==> src/rtl/pipe_stage_skid.sv <==
`default_nettype none
// ============================================================================
// Module   : pipe_stage_skid
// Purpose  : valid/ready pipeline stage register with optional 2-entry skid
//            buffer, synchronous flush and saturating bubble/drop counters
// Revision : 1.0
// ============================================================================
module pipe_stage_skid #(
  parameter int unsigned        DATA_W     = 32,
  parameter int unsigned        SKID       = 1,
  parameter logic [DATA_W-1:0]  RESET_DATA = '0,
  parameter int unsigned        CNT_W      = 16
) (
  input  logic              clock,
  input  logic              reset,
  input  logic              flush,
  input  logic              in_valid,
  output logic              in_ready,
  input  logic [DATA_W-1:0] in_data,
  output logic              out_valid,
  input  logic              out_ready,
  output logic [DATA_W-1:0] out_data,
  output logic [1:0]        occupancy,
  output logic [CNT_W-1:0]  bubble_cnt,
  output logic [CNT_W-1:0]  drop_cnt
);

  // State encoding doubles as the occupancy count.
  localparam logic [1:0]       c_EMPTY   = 2'd0;
  localparam logic [1:0]       c_ONE     = 2'd1;
  localparam logic [1:0]       c_TWO     = 2'd2;
  localparam logic [CNT_W-1:0] c_CNT_MAX = {CNT_W{1'b1}};

  logic [1:0]        r_state;
  logic [1:0]        w_state_nxt;
  logic              r_live;
  logic [DATA_W-1:0] r_m_data;
  logic [DATA_W-1:0] w_s_data;
  logic [CNT_W-1:0]  r_bubble;
  logic [CNT_W-1:0]  r_drop;
  logic              w_m_valid;
  logic              w_s_valid;
  logic              w_in_ready;
  logic              w_in_fire;
  logic              w_out_fire;
  logic              w_load_m;
  logic              w_m_from_s;
  logic [1:0]        w_drop_n;
  logic [CNT_W:0]    w_drop_sum;

  assign w_m_valid  = (r_state != c_EMPTY);
  assign w_s_valid  = (r_state == c_TWO);
  assign w_out_fire = w_m_valid && out_ready;
  assign w_in_fire  = in_valid && w_in_ready;

  generate
    if (SKID != 0) begin : g_skid
      logic [DATA_W-1:0] r_s_data;
      logic              w_load_s;

      // Ready comes from state only, so it never combinationally follows out_ready.
      assign w_in_ready = r_live && reset && !flush && (r_state != c_TWO);
      assign w_load_s   = (r_state == c_ONE) && w_in_fire && !out_ready;
      assign w_s_data   = r_s_data;

      always_ff @(posedge clock or negedge reset) begin
        if (!reset) begin
          r_s_data <= RESET_DATA;
        end else if (flush) begin
          r_s_data <= RESET_DATA;
        end else if (w_load_s) begin
          r_s_data <= in_data;
        end
      end
    end else begin : g_pass
      assign w_in_ready = r_live && reset && !flush && (!w_m_valid || out_ready);
      assign w_s_data   = RESET_DATA;
    end
  endgenerate

  always_comb begin
    w_state_nxt = r_state;
    w_load_m    = 1'b0;
    w_m_from_s  = 1'b0;
    if (flush) begin
      w_state_nxt = c_EMPTY;
    end else begin
      case (r_state)
        c_EMPTY: begin
          if (w_in_fire) begin
            w_state_nxt = c_ONE;
            w_load_m    = 1'b1;
          end
        end
        c_ONE: begin
          if (w_in_fire && w_out_fire) begin
            w_load_m = 1'b1;
          end else if (w_in_fire) begin
            w_state_nxt = c_TWO;
          end else if (w_out_fire) begin
            w_state_nxt = c_EMPTY;
          end
        end
        c_TWO: begin
          if (w_out_fire) begin
            w_state_nxt = c_ONE;
            w_m_from_s  = 1'b1;
          end
        end
        default: w_state_nxt = c_EMPTY;
      endcase
    end
  end

  always_ff @(posedge clock or negedge reset) begin
    if (!reset) begin
      r_state  <= c_EMPTY;
      r_live   <= 1'b0;
      r_m_data <= RESET_DATA;
    end else begin
      r_state <= w_state_nxt;
      r_live  <= 1'b1;
      if (flush) begin
        r_m_data <= RESET_DATA;
      end else if (w_load_m) begin
        r_m_data <= in_data;
      end else if (w_m_from_s) begin
        r_m_data <= w_s_data;
      end
    end
  end

  // Entries lost to a flush; a word consumed in the flush cycle is not a drop.
  assign w_drop_n   = {1'b0, w_m_valid} + {1'b0, w_s_valid} - {1'b0, w_out_fire};
  assign w_drop_sum = {1'b0, r_drop} + {{(CNT_W-1){1'b0}}, w_drop_n};

  always_ff @(posedge clock or negedge reset) begin
    if (!reset) begin
      r_bubble <= '0;
      r_drop   <= '0;
    end else begin
      if (out_ready && !w_m_valid && (r_bubble != c_CNT_MAX)) begin
        r_bubble <= r_bubble + 1'b1;
      end
      if (flush) begin
        r_drop <= (w_drop_sum > {1'b0, c_CNT_MAX}) ? c_CNT_MAX : w_drop_sum[CNT_W-1:0];
      end
    end
  end

  assign in_ready   = w_in_ready;
  assign out_valid  = w_m_valid;
  assign out_data   = r_m_data;
  assign occupancy  = r_state;
  assign bubble_cnt = r_bubble;
  assign drop_cnt   = r_drop;

endmodule
`default_nettype wire

==> config.mk <==
export PLATFORM = sky130hd
export DESIGN_NAME = pipe_stage_skid
export DESIGN_NICKNAME = d
export VERILOG_FILES = /design/src/rtl/pipe_stage_skid.sv
export SDC_FILE = /design/constraint.sdc
export NUM_CORES = 1
export LEC_CHECK = 0
export CORE_ASPECT_RATIO = 1.4
export CORE_MARGIN = 2
export CORE_UTILIZATION = 40
export CTS_BUF_LIST = sky130_fd_sc_hd__clkbuf_4 sky130_fd_sc_hd__clkbuf_8 sky130_fd_sc_hd__clkbuf_16
export DETAILED_ROUTE_END_ITERATION = 6
export GPL_TIMING_DRIVEN = 0
export REMOVE_ABC_BUFFERS = 1
export SETUP_SLACK_MARGIN = 0.1
export SLEW_MARGIN = 20
export SYNTH_ARGS = -nofsm -noshare
export SYNTH_HDL_FRONTEND = slang
export SYNTH_SLANG_ARGS = --single-unit
==> constraint.sdc <==
create_clock -name clock -period 3 [get_ports clock]
set_clock_uncertainty 0.05 [all_clocks]
set_input_delay 0.3 -clock clock [delete_from_list [all_inputs] [get_ports clock]]
set_output_delay 0.3 -clock clock [all_outputs]
set_load 0.01 [all_outputs]
==> flow_metrics.env <==
export IMPL_grt_max_degree=73
export IMPL_maxCapViolCount=0
export IMPL_synth_cell_types=51
export IMPL_drt_met1_wl_um=5030
export IMPL_final_max_slew_viol_count=0
export IMPL_finalCriticalPeriod_ns=2.75
export IMPL_area_growth_pct=32.7
export IMPL_min_path_type="input port to async pin"
export IMPL_route_met3_wl_um=356
export IMPL_synthAdderAreaFrac=0.0139
export IMPL_antenna_cells=0
export IMPL_initial_core_util=0.410
export IMPL_gp_congestion=0.751
export IMPL_gr_total_overflow=0
export IMPL_fin_tns_setup_ns=0
export IMPL_cts_root_buf="clkbuf_16"
export IMPL_synth_simple_gate_area_frac=0.174
export IMPL_track_usage=0.168
export IMPL_power_frac_clock=0.345
export IMPL_wl_um=11100
export IMPL_avgSynthCellArea_um2=10.9
export IMPL_cts_tree="yes"
export IMPL_routed_via_density=5.04
export IMPL_dr_pass1_iters=4
export IMPL_nets=614
export IMPL_worstPathRequired_ns=3.18
export IMPL_pin_count=105
export IMPL_rsz0062_at_grt="false"
export IMPL_ys_async_sr_fraction=1.00
export IMPL_worstSetupPathType="flop to flop"
export IMPL_p_int_mw=2.52
export IMPL_row_count=48
export IMPL_cts_sinks=99
export IMPL_ir_worst_vdd_v=0.000255
export IMPL_fillCellCount=1088
export IMPL_status="complete, no violations"
export IMPL_seq_area_frac_synth=0.491
export IMPL_layout_drive_gt1_share=0.153
export IMPL_clock_path_buffers=2
export IMPL_drc=0
export IMPL_synth_top_family_by_area="multiplexers"
export IMPL_tightest_slew_ns=0.791
export IMPL_fin_crit_sh=0.918
export IMPL_drt_iter0_drc=118
export IMPL_cp_max_fo=6
export IMPL_synth_seq_cells=99
export IMPL_core_area_mm2=0.0123
export IMPL_max_freq_mhz=363
export IMPL_grt_pass1_vias=3681
export IMPL_timing_max_slew_rel_slack=0.472
export IMPL_synth_xor_area_share=0.0312
export IMPL_arrival_ns=2.93
export IMPL_cts_htree_levels=3
export IMPL_p_sw_frac=0.280
export IMPL_wire_per_inst_um=15.3
export IMPL_clkTransAtPathRegs_ns=0.07
export IMPL_cts_made_buffers=9
export IMPL_die_w_um=99.0
export IMPL_switchingPower_mw=0.977
export IMPL_antenna_found_initial=0
export IMPL_synth_edff_count=0
export IMPL_drtAntennaViolNets=0
export IMPL_setup_viol=0
export IMPL_multi_input_area_mm2=0.00232
export IMPL_p_total_mw=3.49
export IMPL_synth_main_ff_cell="dfrtp_1"
export IMPL_final_common_cell="clkdlybuf4s50_1"
export IMPL_grt_pass1_wl_um=18200
export IMPL_cp_end_kind="flop"
export IMPL_crit_path_cell_trace="or2_2 -> ha_1 -> xnor2_1 -> inv_1 -> fa_2 -> nand2b_1 -> nor3_2 -> and3_1 -> mux2_2"
export IMPL_seqPwrFrac=0.460
export IMPL_cp_slowest_cell="dfrtp_2"
export IMPL_synth_area_mux_share=0.174
export IMPL_combPwrFrac=0.195
export IMPL_final_hold_violation_count=0
export IMPL_synth_compound_area_frac=0.0632
export IMPL_port_buffers=104
export IMPL_start_kind="flop"
export IMPL_power_density_mw_per_mm2=521
export IMPL_die_area_mm2=0.0136
export IMPL_synth_area_mm2=0.00505
export IMPL_power_leakage_nw=3.07
export IMPL_num_vias=3664
export IMPL_critPathMaxStageDelay_ns=0.44
export IMPL_clock_latency_ns=0.34
export IMPL_seq_area_mm2=0.00248
export IMPL_wl_met2_um=5410
export IMPL_netlist_instances=463
export IMPL_top_layer="met4"
export IMPL_place_hpwl_um=7560
export IMPL_die_y_um=137
export IMPL_final_cell_mix="clkdlybuf4s50_1, dfrtp_1, nand2_1"
export IMPL_ys_warn_count=0
==> power groups by stage <==
stage,logic (mW),clock network (mW),registers [mW]
after floorplan,0.255,0,1.65
after global placement,0.659,0,1.63
after global routing,0.738,1.28,1.63
final,0.681,1.21,1.61
after CTS,0.688,1.24,1.61
after detailed placement,0.675,0,1.63
==> cells by family (layout without fill, tap and decap cells) <==
| logic type | Yosys count | count (layout) |
|---|---|---|
| AO/OA/AOI/OAI | 55 | 55 |
| XOR/XNOR | 18 | 18 |
| adder cells (fa/ha/maj) | 5 | 5 |
| buffers and inverters | 59 | 173 |
| flip-flops | 99 | 99 |
| multiplexers | 72 | 72 |
| other | 1 | 1 |
| AND/OR/NAND/NOR | 154 | 154 |
==> cell type report <==
cell class | count | area share
flip-flops and latches | 99 | 0.370
well taps | 150 | 0.0280
inverters | 38 | 0.0213
repair buffers | 119 | 0.189
clock inverters | 5 | 0.00915
multi-input cells | 305 | 0.346
clock buffers | 11 | 0.0368
==> layer usage <==
metal | vias up | GRT usage
li1 | 1790 | -
met1 | 1773 | 0.222
met4 | 0 | 0.0830
met3 | 18 | 0.0215
met5 | - | 0
met2 | 83 | 0.271
==> flip-flops by register name (all words and copies together) (netlist names) <==
register         flops
bubble_cnt          16
drop_cnt            16
r_live               1
out_data            32
occupancy            2
g_skid.r_s_data     32
==> cells in the mapped netlist, types with 2 or more instances <==
library cell / instances / area share
nor4b_1: 4 / 0.0069
a31oi_1: 4 / 0.0050
nor3_1: 10 / 0.0099
xor2_1: 13 / 0.023
mux2_2: 10 / 0.022
and4_1: 4 / 0.0069
dfrtp_1: 99 / 0.49
mux2i_1: 33 / 0.065
and3_1: 4 / 0.0050
nand2_1: 49 / 0.036
buf_4: 3 / 0.0045
or2_2: 3 / 0.0037
buf_2: 6 / 0.0059
a41oi_1: 3 / 0.0052
xnor2_1: 5 / 0.0087
ha_1: 4 / 0.0099
buf_6: 3 / 0.0067
mux2_4: 29 / 0.086
a21oi_1: 6 / 0.0059
o21ai_0: 35 / 0.035
clkbuf_2: 3 / 0.0030
nand3_1: 12 / 0.012
nor2b_1: 2 / 0.0025
nand4_1: 9 / 0.011
nor2_1: 10 / 0.0074
nand2b_1: 33 / 0.041
clkbuf_1: 6 / 0.0045
inv_1: 38 / 0.028
==> stage by stage <==
stage / instance area [um2] / util / worst slack (ns) / hold slack [ns] / std cells
after floorplan: 4930 / - / 0.00643 / -0.0456 / 442
after detailed placement: 6280 / 0.510 / -0.268 / 0.145 / 703
final: 6700 / 0.544 / 0.247 / 0.0374 / 727
after global routing: 6700 / 0.544 / 0.113 / 0.0635 / 727
after CTS: 6670 / 0.542 / 0.104 / 0.0410 / 723
after global placement: 6150 / 0.500 / -5.19 / 0.444 / 696
==> worst paths after layout <==
check,slack (ns),startpoint,cells after the start,endpoint
setup reg to reg,0.25,occupancy[1],9,drop_cnt[12]
hold reg to reg,0.46,out_data[22],1,out_data[22]
hold / removal,0.04,reset,3,drop_cnt[8]
setup / recovery,0.25,occupancy[1],9,drop_cnt[12]
max in group asynchronous,2.21,reset,4,g_skid.r_s_data[16]
min in group clock,0.30,out_ready,2,occupancy[1]
==> worst max-delay path, delay by kind of cell, from the launching register on <==
kind	cells	cell delay (ns)
multiplexers	1	0.32
AND/OR/NAND/NOR	4	0.85
buffers and inverters	1	0.10
XOR/XNOR	1	0.25
adder cells (fa/ha/maj)	2	0.62
flip-flops	1	0.44
==> repair_timing <==
item / 4_1_cts / 5_1_grt
hold buffers: 4 / 0
hold endpoints to repair: 27 / 0
endpoints found under the setup margin: 1 / 12
resized for setup: 3 / 2
setup buffers: 0 / 4
Power figures use the tool's default switching activity.
